## src/rtl/axi4_burst_master.sv

```systemverilog
// ---------------------------------------------------------------------------
// axi4_burst_master
//
// AXI4 initiator driven from a simple command port. Each accepted command
// issues one INCR burst: writes stream beats from the wd_* port onto W, reads
// stream R beats out through the rd_* port. A one-cycle done pulse reports
// completion together with an aggregated response.
//
// Optional feature:
//   AXI4_4K_BOUNDARY_CHECK_EN - when defined, a command whose burst would
//   cross a 4 KiB page is rejected at accept time: no AW/AR/W activity, done
//   pulses the next cycle with SLVERR. When undefined, every command is
//   issued exactly as given.
//
// Ports:
//   ACLK, ARESETn                 clock, asynchronous active-low reset
//   cmd_valid/cmd_ready           command handshake (ready while idle)
//   cmd_write/cmd_addr/cmd_len    direction, start address, beats-1
//   wd_data/wd_valid/wd_ready     write beat stream into the master
//   rd_data/rd_valid/rd_last      read beat stream out of the master
//   rd_ready                      read beat sink ready
//   done/done_resp                completion pulse and aggregated response
//   AW*/W*/B*/AR*/R*              AXI4 write/read channels
// ---------------------------------------------------------------------------
module axi4_burst_master #(
    parameter int ADDR_WIDTH = 16,
    parameter int DATA_WIDTH = 32
) (
    input  logic                    ACLK,
    input  logic                    ARESETn,
    input  logic                    cmd_valid,
    output logic                    cmd_ready,
    input  logic                    cmd_write,
    input  logic [ADDR_WIDTH-1:0]   cmd_addr,
    input  logic [7:0]              cmd_len,
    input  logic [DATA_WIDTH-1:0]   wd_data,
    input  logic                    wd_valid,
    output logic                    wd_ready,
    output logic [DATA_WIDTH-1:0]   rd_data,
    output logic                    rd_valid,
    output logic                    rd_last,
    input  logic                    rd_ready,
    output logic                    done,
    output logic [1:0]              done_resp,
    output logic [ADDR_WIDTH-1:0]   AWADDR,
    output logic [7:0]              AWLEN,
    output logic [2:0]              AWSIZE,
    output logic [1:0]              AWBURST,
    output logic                    AWVALID,
    input  logic                    AWREADY,
    output logic [DATA_WIDTH-1:0]   WDATA,
    output logic [DATA_WIDTH/8-1:0] WSTRB,
    output logic                    WVALID,
    output logic                    WLAST,
    input  logic                    WREADY,
    input  logic [1:0]              BRESP,
    input  logic                    BVALID,
    output logic                    BREADY,
    output logic [ADDR_WIDTH-1:0]   ARADDR,
    output logic [7:0]              ARLEN,
    output logic [2:0]              ARSIZE,
    output logic [1:0]              ARBURST,
    output logic                    ARVALID,
    input  logic                    ARREADY,
    input  logic [DATA_WIDTH-1:0]   RDATA,
    input  logic [1:0]              RRESP,
    input  logic                    RLAST,
    input  logic                    RVALID,
    output logic                    RREADY
);

    localparam int         BYTES = DATA_WIDTH / 8;
    localparam logic [2:0] SIZE  = 3'($clog2(BYTES));

    typedef enum logic [2:0] {
        S_IDLE,
        S_WADDR,
        S_WDATA,
        S_WRESP,
        S_RADDR,
        S_RDATA
    } state_t;

    state_t                r_state;
    logic [ADDR_WIDTH-1:0] r_addr;
    logic [7:0]            r_len;
    logic [8:0]            r_cnt;
    logic [1:0]            r_acc;

    logic [8:0]            w_lenExt;
    logic                  w_lastBeat;
    logic                  w_overrun;
    logic [1:0]            w_accNext;
    logic                  w_reject;

    assign w_lenExt   = {1'b0, r_len};
    assign w_lastBeat = (r_cnt == w_lenExt);
    // The counter stops at len+1, so any beat the slave sends past the
    // requested length is seen as an overrun beat.
    assign w_overrun  = (r_cnt > w_lenExt);
    assign w_accNext  = (RRESP > r_acc) ? RRESP : r_acc;

`ifdef AXI4_4K_BOUNDARY_CHECK_EN
    logic [ADDR_WIDTH-1:0] w_burstBytes;
    logic [ADDR_WIDTH-1:0] w_endAddr;
    assign w_burstBytes = ADDR_WIDTH'((32'(cmd_len) + 32'd1) * 32'(BYTES));
    assign w_endAddr    = cmd_addr + w_burstBytes - ADDR_WIDTH'(1);
    assign w_reject     = (cmd_addr[ADDR_WIDTH-1:12] != w_endAddr[ADDR_WIDTH-1:12]);
`else
    assign w_reject     = 1'b0;
`endif

    assign cmd_ready = (r_state == S_IDLE);

    assign AWADDR  = r_addr;
    assign AWLEN   = r_len;
    assign AWSIZE  = SIZE;
    assign AWBURST = 2'b01;
    assign ARADDR  = r_addr;
    assign ARLEN   = r_len;
    assign ARSIZE  = SIZE;
    assign ARBURST = 2'b01;

    // W channel is a straight pass-through of the write stream, opened only
    // after the AW handshake has completed.
    assign WDATA    = wd_data;
    assign WSTRB    = '1;
    assign WVALID   = (r_state == S_WDATA) && wd_valid;
    assign wd_ready = (r_state == S_WDATA) && WREADY;
    assign WLAST    = (r_state == S_WDATA) && w_lastBeat;

    // Overrun beats are drained without waiting on the sink and never
    // forwarded to it.
    assign RREADY   = (r_state == S_RDATA) && (w_overrun || rd_ready);
    assign rd_valid = (r_state == S_RDATA) && RVALID && !w_overrun;
    assign rd_last  = rd_valid && RLAST;
    assign rd_data  = RDATA;

    always_ff @(posedge ACLK or negedge ARESETn) begin
        if (!ARESETn) begin
            r_state   <= S_IDLE;
            r_addr    <= '0;
            r_len     <= '0;
            r_cnt     <= '0;
            r_acc     <= '0;
            AWVALID   <= 1'b0;
            ARVALID   <= 1'b0;
            BREADY    <= 1'b0;
            done      <= 1'b0;
            done_resp <= 2'b00;
        end else begin
            done <= 1'b0;
            case (r_state)
                S_IDLE: begin
                    if (cmd_valid) begin
                        r_addr <= cmd_addr;
                        r_len  <= cmd_len;
                        r_cnt  <= '0;
                        r_acc  <= '0;
                        if (w_reject) begin
                            done      <= 1'b1;
                            done_resp <= 2'b10;
                        end else if (cmd_write) begin
                            r_state <= S_WADDR;
                            AWVALID <= 1'b1;
                        end else begin
                            r_state <= S_RADDR;
                            ARVALID <= 1'b1;
                        end
                    end
                end
                S_WADDR: begin
                    if (AWREADY) begin
                        AWVALID <= 1'b0;
                        r_state <= S_WDATA;
                    end
                end
                S_WDATA: begin
                    if (wd_valid && WREADY) begin
                        if (w_lastBeat) begin
                            r_cnt   <= '0;
                            BREADY  <= 1'b1;
                            r_state <= S_WRESP;
                        end else begin
                            r_cnt <= r_cnt + 9'd1;
                        end
                    end
                end
                S_WRESP: begin
                    if (BVALID) begin
                        BREADY    <= 1'b0;
                        done      <= 1'b1;
                        done_resp <= BRESP;
                        r_state   <= S_IDLE;
                    end
                end
                S_RADDR: begin
                    if (ARREADY) begin
                        ARVALID <= 1'b0;
                        r_state <= S_RDATA;
                    end
                end
                S_RDATA: begin
                    if (RVALID && RREADY) begin
                        if (RLAST) begin
                            // A last beat arriving at any count other than
                            // len means the slave got the length wrong.
                            done      <= 1'b1;
                            done_resp <= w_lastBeat ? w_accNext : 2'b10;
                            r_cnt     <= '0;
                            r_state   <= S_IDLE;
                        end else begin
                            r_acc <= w_accNext;
                            if (!w_overrun) begin
                                r_cnt <= r_cnt + 9'd1;
                            end
                        end
                    end
                end
                default: r_state <= S_IDLE;
            endcase
        end
    end

endmodule

```

## config.mk

```make
export PLATFORM = sky130hd
export DESIGN_NAME = axi4_burst_master
export DESIGN_NICKNAME = d
export VERILOG_FILES = /design/src/rtl/axi4_burst_master.sv
export SDC_FILE = /design/constraint.sdc
export NUM_CORES = 1
export LEC_CHECK = 0
export ABC_CLOCK_PERIOD_IN_PS = 2890
export BUFFER_PORTS_ARGS = -buffer_cell sky130_fd_sc_hd__clkbuf_2
export CAP_MARGIN = 15
export CORE_MARGIN = 2
export CORE_UTILIZATION = 40
export DETAILED_ROUTE_END_ITERATION = 10
export MAX_ROUTING_LAYER = met4
export PLACE_DENSITY = 0.86
export SLEW_MARGIN = 5
export SYNTH_ARGS = -nofsm -noshare
export SYNTH_HDL_FRONTEND = slang
export SYNTH_SLANG_ARGS = --single-unit
```

## constraint.sdc

```tcl
create_clock -name ACLK -period 2.89 [get_ports ACLK]
set_clock_uncertainty 0.1 [all_clocks]
set_input_delay 0.4335 -clock ACLK [delete_from_list [all_inputs] [get_ports ACLK]]
set_output_delay 0.4335 -clock ACLK [all_outputs]
set_load 0.05 [all_outputs]
```

==> qor.yml, run 1 <==
rows: 32
maxSlewHeadroom_pct: 55.6
layout.nets: 476
holdPathEnd: "ARLEN[7]$_DFFE_PN0P_"
drt-initial-drc-count: 167
timing.rr.end: "r_cnt[0]$_DFFE_PN0P_"
wire_per_inst_um: 14.9
setup_viol: 0
status: "completed"
power.total_mw: 4.59
drv_cap: 0
dpl-instance-area_um2: 3130
first_pass_iters: 4
cts.htree.levels: 2
vias: 2324
vdd_ir_drop_max_uv: 442
end_kind: "output pin"
critPathKind: "flip-flop to output pin"
final_common_cell: "clkbuf_2"
cts_sinks: 44
numCtsBuffers: 5
final_cell_mix: "clkbuf_2, dfrtp_1, nand2_1"
cts.clk_slew.worst_paths_ns: 0.10
setup-tns-final_ns: 0
gr-usage-all-layers_pct: 15.2
async_reset_ff_share_pct: 100
die_w_um: 94.1
reg2reg_depth: 7
grt_overflow: 0
die-area_um2: 8860
cts_tree: "built"
globalplace.congestion: 0.837
grt_setup_unrepaired: "no"
area_growth_pct: 2.89
synth_edf_count: 0
start_kind: "flip-flop"
power_density_nw_per_um2: 1370
synth-main-ff-cell: "dfrtp_1"
tightest_slew_ns: 0.665
cts_root_buffer: "clkbuf_8"
final_cell_area_um2: 3340
start_util_pct: 41.6
diodes: 0
ff2ff_setup_slack_ns: 0.24
ys_ff_latch: 44
die_y_um: 94.1
grt_pass1_vias: 2154
drc: 0
grt_max_degree: 32
drive_above_1_share_pct: 45.2
ys_warn_count: 0
worstHoldPathCells: 3
critPathRequiredTime_ns: 2.36
clk_latency_ns: 0.30
ys_types: 51
place_hpwl_um: 5380
place_ws_ns: 0.164
crit_fanout: 7
hold_class: "input pin to flip-flop"
drtAntennaViolNets: 0
syn_area_per_cell_um2: 9.53
setup_slack_ns: 0.127
viasPerCell: 5.02
core_um2: 7810
finalHoldViolCount: 0
min_from: "cmd_len[7]"
synth_seq_area_share_pct: 33.9
r2r-start: "r_cnt[7]$_DFFE_PN0P_"
ios: 243
grt_pass1_wl_um: 10500
portBuffers: 100
syn_inst: 341
cp.arrival_ns: 2.23
min_period_ns: 2.76
routed_wl_um: 6890
leakage_nw: 1.68
finalMaxSlewViolations: 0
antenna_found_initial: 0
syn-cell-area_um2: 3250
max_freq_ghz: 0.362
ctsLongestPathBuffers: 2
fin_crit_sh_pct: 95.6
hold_slack_ns: 0.249
## cells in the mapped netlist, types with 3 or more instances
library cell  number  area [µm²]
a21oi_1            8        40.0
a31oi_1            4        25.0
and2_1             3        18.8
and3_1             5        31.3
buf_2              3        15.0
buf_4            102         766
clkbuf_8           3        41.3
dfrtp_1           44        1100
ha_1              12         150
inv_1             17        63.8
mux2_2            18         203
nand2_1           19        71.3
nand2b_1           3        18.8
nand4b_1           3        26.3
nor2_1            16        60.1
nor3_1             3        15.0
o21ai_0           19        95.1
o22ai_1            3        18.8
o31ai_1           14         105
or3b_2             5        43.8
## timing repair
| item | 4_1_cts | 5_1_grt |
|---|---|---|
| pin swaps | 0 | 2 |
| setup buffers | 0 | 5 |
| hold buffers | 1 | 0 |
| resized for setup | 2 | 10 |
| hold endpoints to repair | 14 | 0 |
| setup endpoints to repair | 2 | 3 |
## layer usage
layer | vias up | share of wire (%) | GRT usage, %
met5 | - | 0 | -
met4 | 0 | 2.2 | 4.95
met3 | 22 | 7.6 | 4.49
met2 | 124 | 51 | 26.1
met1 | 1085 | 40 | 17.0
li1 | 1093 | - | -
## power breakdown
part           internal (mW)  total [mW]  switching [mW]
registers              0.858        1.09           0.229
logic                  0.783        3.00            2.21
clock network          0.283       0.507           0.224
total                   1.92        4.59            2.67
## registers in the layout, indices dropped and copies added, names as in the netlist
signal     flops
ARADDR        16
ARLEN          8
ARVALID        1
AWVALID        1
BREADY         1
done           1
done_resp      2
r_acc          2
r_cnt          9
r_state        3
## cells by family (layout without fill, tap and decap cells)
kind of cell    Yosys count  count (layout)  synth area share, %
flops                    44              44                 33.9
fa+ha+maj                12              12                 4.62
mux                      20              20                 7.01
buf+inv                 129             137                 28.2
compound gates           62              62                 13.4
other cells               2              14                0.231
simple gates             72              72                 12.6
## area by class of cell
class / count / area, µm²
Clock buffer: 6 / 82.6
Tap cell: 102 / 128
Inverter: 17 / 63.8
Fill cell: 776 / 4470
Clock inverter: 2 / 38.8
Sequential cell: 44 / 1100
Timing Repair Buffer: 112 / 598
Multi-Input combinational cell: 180 / 1330
## worst max path at each step
stage / slack [ns] / start / to
6_report: 0.13 / r_cnt[3]$_DFFE_PN0P_ / RREADY
5_1_grt: 0.01 / ARLEN[4]$_DFFE_PN0P_ / RREADY
3_5_place_dp: 0.16 / r_cnt[6]$_DFFE_PN0P_ / r_state[0]$_DFFE_PN0P_
3_3_place_gp: 0.27 / r_cnt[6]$_DFFE_PN0P_ / rd_valid
4_1_cts: 0.01 / ARLEN[4]$_DFFE_PN0P_ / RREADY
2_1_floorplan: 0.05 / ARLEN[7]$_DFFE_PN0P_ / r_cnt[0]$_DFFE_PN0P_
## worst max-delay path, stage by stage, from the launching register on
cell	delay, ns
dfrtp_1	0.43
ha_1	0.31
nand4_1	0.16
or3_4	0.48
buf_4	0.16
a21oi_2	0.14
nor2_2	0.04
clkbuf_4	0.21
## metrics by stage
| step | std cells | util (%) |
|---|---|---|
| 2_1_floorplan | 353 | - |
| 3_3_place_gp | 449 | 40.0 |
| 3_5_place_dp | 449 | 40.0 |
| 4_1_cts | 458 | 41.8 |
| 5_1_grt | 463 | 42.8 |
| 6_report | 463 | 42.8 |
(Power assumes the default switching activity.)
==> run 2, diff against run 1 <==
--- a/config.mk
+++ b/config.mk
@@ -9,10 +9,10 @@
 export BUFFER_PORTS_ARGS = -buffer_cell sky130_fd_sc_hd__clkbuf_2
 export CAP_MARGIN = 15
 export CORE_MARGIN = 2
-export CORE_UTILIZATION = 40
+export CORE_UTILIZATION = 36
 export DETAILED_ROUTE_END_ITERATION = 10
 export MAX_ROUTING_LAYER = met4
-export PLACE_DENSITY = 0.86
+export PLACE_DENSITY = 0.79
 export SLEW_MARGIN = 5
 export SYNTH_ARGS = -nofsm -noshare
 export SYNTH_HDL_FRONTEND = slang
==> qor.yml, run 2 (same netlist as run 1, synthesis figures left out) <==
cts.clk_slew.worst_paths_ns: 0.10  # about the same
globalplace.congestion: 0.842  # was 0.837
setup-tns-final_ns: 0  # unchanged
largest_reg_flops: 16  # unchanged
power.total_mw: 4.58  # was 4.59 mW
drc: 0  # unchanged
first_pass_iters: 6  # was 4
grt_setup_unrepaired: "no"  # unchanged
cts_tree: "built"  # unchanged
start_util_pct: 37.2  # was 41.6%
drtAntennaViolNets: 0  # unchanged
vias: 2308  # was 2,324
timing.rr.end: "r_state[0]$_DFFE_PN0P_"  # was r_cnt[0]$_DFFE_PN0P_
cp.arrival_ns: 2.24  # was 2.23 ns
min_period_ns: 2.78  # was 2.76 ns
hold_class: "input pin to async pin"  # was input pin to flip-flop
r2r-start: "ARLEN[4]$_DFFE_PN0P_"  # was r_cnt[7]$_DFFE_PN0P_
gr-usage-all-layers_pct: 13.4  # was 15.2%
slowest_delay_ns: 0.46  # was 0.48 ns
final_common_cell: "clkbuf_2"  # unchanged
fin_crit_sh_pct: 96.1  # was 95.6%
grt_pass1_vias: 2138  # was 2,154
grt_pass1_wl_um: 10400  # was 10,500 µm
diodes: 0  # unchanged
numCtsBuffers: 5  # unchanged
ctsHoldBuffers: 0  # was 1
wire_per_inst_um: 14.1  # was 14.9 µm
cts_sinks: 44  # unchanged
power_density_nw_per_um2: 1370  # about the same
routed_wl_um: 6680  # was 6890 µm
die_w_um: 99.0  # was 94.1 µm
maxSlewHeadroom_pct: 44.7  # was 55.6%
leakage_nw: 1.69  # was 1.68 nW
die-area_um2: 9800  # was 8860 µm²
finalHoldViolCount: 0  # unchanged
drive_above_1_share_pct: 45.9  # was 45.2%
grt_overflow: 0  # unchanged
ios: 243  # unchanged
drv_cap: 0  # unchanged
area_growth_pct: 3.27  # was 2.89%
drt-initial-drc-count: 114  # was 167
clk_latency_ns: 0.30  # about the same
max_freq_ghz: 0.360  # was 0.362 GHz
ctsLongestPathBuffers: 2  # unchanged
critPathKind: "flip-flop to output pin"  # unchanged
cts_root_buffer: "clkbuf_8"  # unchanged
critPathSlowestCell: "or3_4"  # unchanged
grt_max_degree: 34  # was 32
tightest_slew_ns: 0.830  # was 0.665 ns
ff2ff_setup_slack_ns: 0.25  # was 0.24 ns
core_um2: 8720  # was 7810 µm²
portBuffers: 100  # unchanged
cts.htree.levels: 2  # unchanged
finalMaxSlewViolations: 0  # unchanged
worstSetupStartpoint: "ARLEN[6]$_DFFE_PN0P_"  # was r_cnt[3]$_DFFE_PN0P_
antenna_found_initial: 0  # unchanged
viasPerCell: 4.87  # was 5.02
layout.nets: 481  # was 476
end_kind: "output pin"  # unchanged
final_cell_mix: "clkbuf_2, dfrtp_1, nand2_1, o21ai_0"  # was clkbuf_2, dfrtp_1, nand2_1
critPathRequiredTime_ns: 2.36  # about the same
reg2reg_depth: 9  # was 7
setup_viol: 0  # unchanged
crit_fanout: 5  # was 7
fill_cells: 857  # was 776
rows: 34  # was 32
start_kind: "flip-flop"  # unchanged
vdd_ir_drop_max_uv: 471  # was 442 µV
status: "completed"  # unchanged
place_hpwl_um: 5240  # was 5380 µm
die_y_um: 99.0  # was 94.1 µm
cp_cell_sequence: "inv_1 -> ha_1 -> nand4b_4 -> o21ai_0 -> or3_4 -> a21oi_2 -> clkbuf_2"  # was ha_1 -> nand4_1 -> or3_4 -> buf_4 -> a21oi_2 -> nor2_2 -> clkbuf_4
## run 2: per-layer routing
metal  track usage (%)  share of wire, %  up-vias
li1                  -                 -     1094
met1              15.3                40     1089
met5                 -                 0        -
met3              3.83               8.3        7
met4              2.11              0.60        0
met2              23.9                51      118
## run 2: how the worst max path moves through the flow
stage	to	slack, ns	depth (start not counted)
2_1_floorplan	r_cnt[0]$_DFFE_PN0P_	0.05	10
3_3_place_gp	rd_valid	0.25	6
3_5_place_dp	rd_valid	0.22	7
4_1_cts	RREADY	0.002	8
5_1_grt	RREADY	0.006	8
6_report	rd_last	0.11	7
## run 2: worst max-delay path, delay by kind of cell, from the launching register on
family,cells,cell delay (ns)
adders and majority gates,1,0.35
buffers and inverters,2,0.37
and+or+nand+nor,2,0.59
AOI/OAI and AO/OA,2,0.28
DFF,1,0.37
## run 2: final cells by class
cell class,instances,area [µm²],share of cell area [%]
Clock buffer,5,68.8,2.05
Clock inverter,3,46.3,1.38
Inverter,17,63.8,1.90
Multi-Input combinational cell,180,1310,38.9
Sequential cell,44,1100,32.9
Tap cell,108,135,4.03
Timing Repair Buffer,117,633,18.9
## run 2: timing repair
action	CTS	global route
endpoints found under the setup margin	4	3
gates resized for setup	2	8
pin swaps	0	2
endpoints found under the hold margin	0	0
buffers inserted	0	8
## run 2: where the power goes
group	switching [mW]	internal [mW]	leakage (nW)	total, mW
clock network	0.222	0.261	0.0548	0.482
logic	2.18	0.815	1.09	3.00
registers	0.245	0.857	0.548	1.10
## run 2: stage by stage
stage	instances	hold WS [ns]	cell area (µm²)	utilization [%]	setup WS, ns
floorplan	353	0.0379	3300	-	0.0452
global placement	458	0.365	3160	36.2	0.253
detailed placement	458	0.367	3160	36.2	0.224
CTS	466	0.143	3280	37.6	0.00174
global route	474	0.169	3350	38.5	0.00559
finish	474	0.119	3350	38.5	0.113
==> run 3, diff against run 2 <==
==> constraint.sdc (replaced) <==
create_clock -name ACLK -period 2.89 [get_ports ACLK]
set_clock_uncertainty 0.1 [all_clocks]
set_input_delay 0.4335 -clock ACLK [delete_from_list [all_inputs] [get_ports ACLK]]
set_output_delay 0.4335 -clock ACLK [all_outputs]
set_load 0.02 [all_outputs]
==> qor.yml, run 3 (same netlist as run 1, synthesis figures left out) <==
grt_pass1_wl_um: 10500  # was 10,400 µm
grt_overflow: 0  # unchanged
diodes: 0  # unchanged
critPathRequiredTime_ns: 2.36  # about the same
final_cell_mix: "clkbuf_2, dfrtp_1, nand2_1"  # was clkbuf_2, dfrtp_1, nand2_1, o21ai_0
drc: 0  # unchanged
viasPerCell: 5.02  # was 4.87
finalMaxSlewViolations: 0  # unchanged
ff2ff_setup_slack_ns: 0.28  # was 0.25 ns
reg2reg_depth: 9  # unchanged
place_hpwl_um: 5190  # was 5240 µm
power_density_nw_per_um2: 1090  # was 1370 nW/µm²
layout.nets: 471  # was 481
die_w_um: 99.0  # unchanged
cts_tree: "built"  # unchanged
finalHoldViolCount: 0  # unchanged
drv_cap: 0  # unchanged
ios: 243  # unchanged
p_sw_share_pct: 47.6  # was 57.8%
max_freq_ghz: 0.363  # was 0.360 GHz
cts_sinks: 44  # unchanged
final_common_cell: "clkbuf_2"  # unchanged
portBuffers: 100  # unchanged
timing.rr.end: "r_cnt[2]$_DFFE_PN0P_"  # was r_state[0]$_DFFE_PN0P_
crit_fanout: 7  # was 5
slowest_delay_ns: 0.45  # was 0.46 ns
rows: 34  # unchanged
clk_latency_ns: 0.30  # about the same
grt_setup_unrepaired: "no"  # unchanged
clockPowerShare_pct: 13.2  # was 10.5%
globalplace.congestion: 0.976  # was 0.842
internal_power_mw: 1.86  # was 1.93 mW
numCtsBuffers: 5  # unchanged
postLayoutCoreUtil_pct: 37.3  # was 38.5%
ctsLongestPathBuffers: 2  # unchanged
cp_cell_sequence: "ha_1 -> nand4b_4 -> or3_4 -> buf_4 -> a21oi_1 -> nor2_1 -> clkbuf_2"  # was inv_1 -> ha_1 -> nand4b_4 -> o21ai_0 -> or3_4 -> a21oi_2 -> clkbuf_2
routed_wl_um: 6680  # about the same
p_switching_mw: 1.69  # was 2.65 mW
critPathSlowestCell: "dfrtp_1"  # was or3_4
die-area_um2: 9800  # unchanged
drtAntennaViolNets: 0  # unchanged
cts_setup_buffers: 0  # unchanged
critPathKind: "flip-flop to output pin"  # unchanged
antenna_found_initial: 0  # unchanged
first_pass_iters: 4  # was 6
cts_resized: 0  # was 2
fin_crit_sh_pct: 95.2  # was 96.1%
power_frac_seq_pct: 30.9  # was 24.1%
vdd_ir_drop_max_uv: 389  # was 471 µV
fill_cells: 854  # was 857
cts.clk_slew.worst_paths_ns: 0.09  # was 0.10 ns
die_y_um: 99.0  # unchanged
r2r-start: "r_cnt[6]$_DFFE_PN0P_"  # was ARLEN[4]$_DFFE_PN0P_
wire_per_inst_um: 14.4  # was 14.1 µm
min_period_ns: 2.75  # was 2.78 ns
endpoint: "RREADY"  # was rd_last
largest_reg_flops: 16  # unchanged
area_growth_pct: 0.193  # was 3.27%
core_um2: 8720  # unchanged
vias: 2327  # was 2,308
drt-initial-drc-count: 80  # was 114
power.total_mw: 3.55  # was 4.58 mW
maxSlewHeadroom_pct: 50.9  # was 44.7%
ctsHoldBuffers: 0  # unchanged
cp.arrival_ns: 2.22  # was 2.24 ns
setup_viol: 0  # unchanged
gr-usage-all-layers_pct: 13.4  # about the same
grt_max_degree: 45  # was 34
hold_class: "input pin to async pin"  # unchanged
status: "completed"  # unchanged
setup-tns-final_ns: 0  # unchanged
leakage_nw: 1.65  # was 1.69 nW
start_kind: "flip-flop"  # unchanged
grt_pass1_vias: 2185  # was 2,138
cts.htree.levels: 2  # unchanged
cts_root_buffer: "clkbuf_8"  # unchanged
tightest_slew_ns: 0.735  # was 0.830 ns
worstSetupStartpoint: "r_cnt[6]$_DFFE_PN0P_"  # was ARLEN[6]$_DFFE_PN0P_
end_kind: "output pin"  # unchanged
comb_power_share_pct: 55.9  # was 65.4%
start_util_pct: 37.2  # unchanged
drive_above_1_share_pct: 42.7  # was 45.9%
[run 3: cell count changes in the layout (fill, tap and decap cells not counted), sizes merged]
cell and change:
clkinv +1, clkbuf +2, inv -1, buf -11, clkinvlp -1
[run 3: layout make-up]
type | count | area [µm²] | share of cell area, %
Clock inverter | 2 | 35.0 | 1.08
Tap cell | 108 | 135 | 4.15
Clock buffer | 6 | 72.6 | 2.23
Inverter | 17 | 63.8 | 1.96
Sequential cell | 44 | 1100 | 33.8
Timing Repair Buffer | 107 | 553 | 17.0
Multi-Input combinational cell | 180 | 1290 | 39.8
[run 3: how the worst min path moves through the flow]
| stage | to | slack [ns] | cells after the start |
|---|---|---|---|
| finish | r_acc[1]$_DFFE_PN0P_ | 0.11 | 2 |
| global route | r_acc[0]$_DFFE_PN0P_ | 0.17 | 2 |
| CTS | r_acc[1]$_DFFE_PN0P_ | 0.12 | 2 |
| detailed placement | r_acc[1]$_DFFE_PN0P_ | 0.38 | 2 |
| global placement | r_acc[1]$_DFFE_PN0P_ | 0.37 | 2 |
| floorplan | ARADDR[0]$_DFFE_PN0P_ | 0.04 | 0 |
[run 3: per-stage QoR]
stage | setup WS (ns) | hold WS [ns] | std cells | instance area [µm²]
after CTS | 0.0640 | 0.124 | 464 | 3240
after floorplan | 0.267 | 0.0379 | 353 | 3290
after detailed placement | 0.203 | 0.383 | 456 | 3130
after global routing | 0.0230 | 0.171 | 464 | 3250
after global placement | 0.303 | 0.367 | 456 | 3130
final | 0.138 | 0.107 | 464 | 3250
[run 3: routing by layer]
| metal | share of wire [%] | track usage, % | routed length [µm] |
|---|---|---|---|
| met4 | 1.7 | 3.69 | 114 |
| met3 | 9.7 | 4.82 | 645 |
| met2 | 49 | 22.5 | 3250 |
| met5 | 0 | - | 0 |
| met1 | 40 | 15.3 | 2670 |
[run 3: power by group through the flow]
stage / sequential, mW / clock (mW) / combinational, mW
6_report: 1.10 / 0.470 / 1.99
4_1_cts: 1.10 / 0.486 / 1.99
2_1_floorplan: 1.28 / 0 / 1.56
5_1_grt: 1.14 / 0.507 / 2.15
3_3_place_gp: 1.09 / 0 / 1.96
3_5_place_dp: 1.11 / 0 / 1.98
[run 3: worst max-delay path, delay by kind of cell, from the launching register on]
kind | cells | cell delay [ns]
AO/OA/AOI/OAI | 1 | 0.16
adder cells (fa/ha/maj) | 1 | 0.36
buffers and inverters | 2 | 0.33
flip-flops | 1 | 0.45
AND/OR/NAND/NOR | 3 | 0.62
